===== src/rtl/instruction_queue.sv =====
// In-order buffer between fetch and decode: circular store of {PC, instruction}
// with first-word-fall-through head, fetch stall when full, flush on redirect.
module instruction_queue #(
  parameter int ADDRESS_BITS = 16,
  parameter int DATA_WIDTH   = 32,
  parameter int DEPTH        = 4
) (
  input  logic                     clock,
  input  logic                     reset,
  input  logic                     in_valid,
  input  logic [ADDRESS_BITS-1:0]  in_PC,
  input  logic [DATA_WIDTH-1:0]    in_instruction,
  output logic                     in_ready,
  output logic                     fetch_stall,
  input  logic                     flush,
  output logic                     out_valid,
  output logic [ADDRESS_BITS-1:0]  out_PC,
  output logic [DATA_WIDTH-1:0]    out_instruction,
  input  logic                     out_ready,
  output logic [$clog2(DEPTH):0]   count,
  output logic                     overflow
);

  localparam int PTR_W = $clog2(DEPTH);
  localparam int CNT_W = PTR_W + 1;
  localparam logic [CNT_W-1:0] FULL_COUNT = CNT_W'(DEPTH);

  typedef enum logic [1:0] {
    EMPTY,
    PARTIAL,
    FULL
  } occ_e;

  logic [PTR_W-1:0]        wr_ptr;
  logic [PTR_W-1:0]        rd_ptr;
  logic [ADDRESS_BITS-1:0] pc_mem    [DEPTH];
  logic [DATA_WIDTH-1:0]   instr_mem [DEPTH];
  occ_e                    occ;
  logic                    push;
  logic                    pop;

  // Occupancy state is purely a decode of count, so handshake outputs never
  // depend combinationally on in_valid, out_ready or flush.
  always_comb begin
    occ = PARTIAL;
    if (count == '0)
      occ = EMPTY;
    else if (count == FULL_COUNT)
      occ = FULL;
  end

  assign in_ready        = (occ != FULL);
  assign fetch_stall     = !in_ready;
  assign out_valid       = (occ != EMPTY);
  assign out_PC          = pc_mem[rd_ptr];
  assign out_instruction = instr_mem[rd_ptr];

  assign push = in_valid && in_ready && !flush;
  assign pop  = out_valid && out_ready && !flush;

  always_ff @(posedge clock or posedge reset) begin
    if (reset) begin
      wr_ptr   <= '0;
      rd_ptr   <= '0;
      count    <= '0;
      overflow <= 1'b0;
      for (int unsigned i = 0; i < DEPTH; i++) begin
        pc_mem[i]    <= '0;
        instr_mem[i] <= '0;
      end
    end else begin
      if (in_valid && !in_ready && !flush)
        overflow <= 1'b1;

      if (flush) begin
        wr_ptr <= '0;
        rd_ptr <= '0;
        count  <= '0;
      end else begin
        if (push) begin
          pc_mem[wr_ptr]    <= in_PC;
          instr_mem[wr_ptr] <= in_instruction;
          wr_ptr            <= wr_ptr + 1'b1;
        end
        if (pop)
          rd_ptr <= rd_ptr + 1'b1;
        case ({push, pop})
          2'b10:   count <= count + 1'b1;
          2'b01:   count <= count - 1'b1;
          default: count <= count;
        endcase
      end
    end
  end

endmodule


===== config.mk =====
export PLATFORM = sky130hd
export DESIGN_NAME = instruction_queue
export DESIGN_NICKNAME = d
export VERILOG_FILES = /design/src/rtl/instruction_queue.sv
export SDC_FILE = /design/constraint.sdc
export NUM_CORES = 1
export LEC_CHECK = 0
export ABC_AREA = 1
export BUFFER_PORTS_ARGS = -buffer_cell sky130_fd_sc_hd__buf_4
export CAP_MARGIN = 20
export CORE_MARGIN = 2
export CORE_UTILIZATION = 32
export CTS_BUF_LIST = sky130_fd_sc_hd__clkbuf_16
export DETAILED_ROUTE_END_ITERATION = 8
export PLACE_DENSITY_LB_ADDON = 0.08
export SYNTH_ARGS = -nofsm -noshare
export SYNTH_HDL_FRONTEND = slang
export SYNTH_SLANG_ARGS = --single-unit

===== constraint.sdc =====
create_clock -name clock -period 9.3 [get_ports clock]
set_input_delay 0.465 -clock clock [delete_from_list [all_inputs] [get_ports clock]]
set_output_delay 0.465 -clock clock [all_outputs]
set_load 0.005 [all_outputs]

=== After elaboration in Yosys (flattened, before gate mapping) ===
Cells that the tools add are included.

* Register bits after elaboration: 200
* Input port bits: 53
* Output and inout port bits: 55
* Word-level logic and storage cells: 61

* $add $sub $neg: 4
* Order comparisons: 3
* Equality and inequality tests: 4
* Mux-type cells: 20
* Bitwise logic cells: 3
* Reduce and logical (&&, ||, !) cells: 15

{| class="wikitable"
|+ Operator list
! cell !! count
|-
| $bwmux W128 || 1
|-
| $mux W32 || 3
|-
| $bmux W32 S2 || 1
|-
| $bwmux W64 || 1
|-
| $demux W32 S2 || 1
|-
| $mux W16 || 3
|-
| $bmux W16 S2 || 1
|-
| $demux W16 S2 || 1
|-
| $mux W2 || 6
|-
| $logic_and A1 B1 Y1 || 7
|-
| $ge A3 B3 Y1 const B || 2
|-
| $not A2 Y3 || 2
|-
| $pmux W3 S2 || 1
|-
| $reduce_bool A2 Y1 || 3
|-
| $add A2 B1 Y2 const B || 2
|-
| $add A3 B1 Y3 const B || 1
|-
| $eq A3 B3 Y1 const B || 1
|-
| $logic_not A3 Y1 || 1
|-
| $lt A3 B1 Y1 const B || 1
|-
| $mux W3 || 1
|-
| $reduce_bool A3 Y1 || 1
|-
| $sub A3 B1 Y3 const B || 1
|-
| $eq A2 B1 Y1 const B || 1
|-
| $eq A2 B2 Y1 const B || 1
|-
| 4 further kinds || 5
|}

=== Logic depth before layout (Yosys ltp) ===
* Depth in word-level cells: 9
* Depth in mapped cells: 11
* Mapped depth without buffers: 11

=== Worst setup path before layout ===
Ideal clock, no wire load.

* Path kind: input-to-reg
* From: in in_valid
* To: reg count[2]
* Library setup time: 0.065 ns
* Data arrival time: 1.692 ns
* Data required time: 9.235 ns
* Slack: 7.543 ns
* Stages: 11
* Buffers on the path: 0
* Cell sequence: inv_1 nor2_2 nand2_4 nand3_1 inv_1 fa_1 xor2_1 nand3b_1 nand2_1 nand2_1 nand2_1

* Longest elaborated chain between the ends: 5
* Elaborated cells on any way between the ends: 7
* Those cells by class: 2 x eq/ne; 2 x mux; 3 x reduce/logical

{| class="wikitable"
|+ Ends and longest elaborated chain
! element !! RTL line !! RTL
|-
| start: declaration || 10 || <nowiki>input logic in_valid,</nowiki>
|-
| $logic_and A1 B1 Y1 * (2 in a row) || 58 || <nowiki>assign push = in_valid && in_ready && !flush;</nowiki>
|-
| $eq A2 B1 Y1 or $eq A2 B2 Y1 (tied branches) || 87 || <nowiki>case ({push, pop})</nowiki>
|-
| $pmux W3 S2 || 87 ||
|-
| $mux W3 || 75 || <nowiki>if (flush) begin</nowiki>
|-
| end signal: assignment || 88 || <nowiki>2'b10: count <= count + 1'b1;</nowiki>
|-
| end signal: assignment || 89 || <nowiki>2'b01: count <= count - 1'b1;</nowiki>
|-
| end signal: assignment || 90 || <nowiki>default: count <= count;</nowiki>
|-
| end: declaration || 20 || <nowiki>output logic [$clog2(DEPTH):0] count,</nowiki>
|}

Mark *: on every way between the ends. The rest lies on a longest branch, timed or not.
A chain may end at the register's enable or synchronous reset.

=== Worst setup path in the final report ===
* From: reg rd_ptr[1]
* To: out out_instruction[25]

* Longest elaborated chain between the ends: 4

{| class="wikitable"
|+ Ends and longest elaborated chain
! element !! RTL line !! RTL
|-
| start: declaration || 35 || <nowiki>logic [PTR_W-1:0] rd_ptr;</nowiki>
|-
| start signal: assignment || 86 || <nowiki>rd_ptr <= rd_ptr + 1'b1;</nowiki>
|-
| $not A2 Y3 (not written as such) || 56 || <nowiki>assign out_instruction = instr_mem[rd_ptr];</nowiki>
|-
| $bmux W32 S2 || 56 ||
|-
| $mux W32 (not written as such) (2 in a row) || 56 ||
|-
| end: declaration || 18 || <nowiki>output logic [DATA_WIDTH-1:0] out_instruction,</nowiki>
|}

Every way passes these cells. The select of a mux whose other input is x is not followed.

==> impl_metrics.ini <==
[cts]
post_cts_resized = 0
cts_buffers = 17
htree_levels = 4
holdBufCountCts = 0
cts-root-buf = clkbuf_16
clock_latency_ns = 0.42
cts_buffer_depth = 2
cts_setup_buffers = 0
clk_pin_slew_ns = 0.08
clock-sinks = 200
cts_tree = done

[worst_hold_path]
holdCritPathClass = in2async

[sta]
skew_ns = 0.0114
slew_headroom = 0.303
fin_crit_sh = 0.354
final-setup-viol-count = 0
fmax_mhz = 303
setup_tns_ns = 0
worstMarginPinSlew_ns = 1.05
hold_viol_final = 0
slew_violations = 0
rsz0062_at_grt = false
worst_slack_ns = 6.00
finalCriticalPeriod_ns = 3.30

[yosys]
syn_nets = 1060
synth.avg_cell_area_um2 = 8.86
syn_inst = 1002
synth.distinct_cells = 25
yosys-top-cells-area = dfrtp_1 56%, o21ai_1 9.1%, nand2_1 8.6%
synth.top_cell.area_share = 0.564
synth_area_um2 = 8870
yosysTopAreaCell = dfrtp_1
ys_warn_count = 0
ys_ff_latch = 200
ys_seq_area_frac = 0.564

[power]
p_total_mw = 3.24
p_leak_nw = 5.06
ir_worst_vdd_v = 0.000141
p_per_area_nw_per_um2 = 312

[global_route]
grt_remaining_overflow = 0
grt_usage = 0.160
grt_pass1_wl_mm = 36.6
antenna_found_initial = 0
grt_pass1_vias = 6692
grt_max_degree = 98

[routing]
vias = 6791
drt_wl_total_mm = 22.3
avgViaCountPerCell = 4.68
ant_nets = 0
dr.pass1.iters = 4
wl_per_cell_um = 15.3
drc = 0
dr.first_iter.drc_count = 408

[finish]
fill_cells = 2833
final_area_um2 = 10400
nets = 1123
final_cells = 1450
area.growth.synth_to_final_pct = 17.2
antenna_cells = 0
layout-drive-gt1-share = 0.167

[setup_path]
reg2reg_depth = 3
cp.arrival_ns = 2.83
r2r_end = rd_ptr[1]
crit_type = reg2out
reg2reg_slack_ns = 7.02
worstPathRequired_ns = 8.84
crit_path_end_kind = output port
worstReg2RegStart = rd_ptr[1]
start_kind = flip-flop
cp_max_fo = 50

[floorplan]
die_h_um = 171
row_count = 60
coreArea_um2 = 27100
die-width_um = 171
start_util = 0.327
io-pin-count = 108
die_area_um2 = 29100

[place]
placed_area_um2 = 9750
gp_congestion = 0.696
portBuffers = 107
place_ws_ns = 6.36
hpwlAfterDp_mm = 12.4
place_inst = 1415

[job]
drv_cap = 0

[status]
status = complete, no violations
worst max-delay path, cell delays in order (launching register included):
cell     delay (ns)
dfrtp_2        0.78
inv_2          0.92
o21ai_0        0.20
o22ai_1        0.31
buf_4          0.18
area by class of cell:
type / instances / area, um^2 / share of cell area
Multi-Input combinational cell: 671 / 3190 / 0.307
Tap cell: 372 / 465 / 0.0447
Inverter: 60 / 239 / 0.0230
Clock buffer: 17 / 425 / 0.0409
Clock inverter: 15 / 145 / 0.0140
Sequential cell: 200 / 5010 / 0.482
Timing Repair Buffer: 115 / 923 / 0.0888
cells in the mapped netlist (all sizes together):
| cell type | n |
|---|---|
| o22ai | 48 |
| buf | 43 |
| clkbuf | 28 |
| dfrtp | 200 |
| o21ai | 292 |
| nor2 | 99 |
| a21oi | 3 |
| a21boi | 1 |
| xor2 | 1 |
| inv | 60 |
| nand3 | 1 |
| nand3b | 1 |
| a21o | 1 |
| fa | 1 |
| nand2 | 219 |
| ha | 4 |
per-layer routing:
layer  global-route usage  wire length (um)  vias to the layer above
li1                     -                 -                     3453
met1                0.227             11000                     3204
met2                0.257             10100                      129
met3               0.0331               965                        5
met4               0.0279               104                        0
met5                    0                 0                        -
power breakdown:
part / switching (mW) / total (mW) / internal [mW]
sequential: 0.205 / 1.44 / 1.23
clock: 0.366 / 0.721 / 0.355
combinational: 0.570 / 1.09 / 0.515
total: 1.14 / 3.24 / 2.10
worst max-delay path by stage:
stage | start | to | slack (ns) | cells past startpoint
after floorplan | reset | count[0] | 3.38 | 1
after global placement | rd_ptr[1] | out_instruction[25] | 6.38 | 4
after detailed placement | rd_ptr[1] | out_instruction[20] | 6.36 | 4
after CTS | rd_ptr[1] | out_instruction[20] | 5.89 | 4
after global routing | rd_ptr[1] | out_instruction[31] | 5.67 | 4
final | rd_ptr[1] | out_instruction[25] | 6.00 | 4
registers in the layout, summed over array words and instances, names as in the netlist:
name and cells:
rd_ptr 2, instr_mem 128, count 3, wr_ptr 2, pc_mem 64, overflow 1
layout by cell type, fill, tap and decap left out, types with 3 or more instances in the layout:
cell type / netlist / routed
nand2_1: 203 / 203
dfrtp_1: 200 / 198
o21ai_1: 162 / 162
o21ai_0: 120 / 120
buf_4: 0 / 112
nor2_1: 97 / 97
inv_1: 58 / 56
o22ai_1: 48 / 48
clkbuf_16: 0 / 17
nand2_2: 10 / 10
o21ai_2: 10 / 10
nand2_4: 6 / 6
inv_6: 1 / 5
ha_1: 4 / 4
a21oi_1: 3 / 3
clkinv_4: 0 / 3
clkinv_8: 0 / 3
buf_16: 0 / 3
metrics by stage:
stage	util	hold slack (ns)
2_1_floorplan	-	0.448
3_3_place_gp	0.360	0.452
3_5_place_dp	0.360	0.449
4_1_cts	0.381	0.0718
5_1_grt	0.384	0.0763
6_report	0.384	0.0481
kinds of logic (layout without fill, tap and decap cells):
family	Yosys count	count (layout)	synth area share
buffers and inverters	131	207	0.0761
AO/OA/AOI/OAI	345	345	0.206
XOR/XNOR	1	1	0.000987
flip-flops	200	200	0.564
adder cells (fa/ha/maj)	5	5	0.00790
AND/OR/NAND/NOR	320	320	0.145
Note: power is estimated with default switching activity, not from simulation.
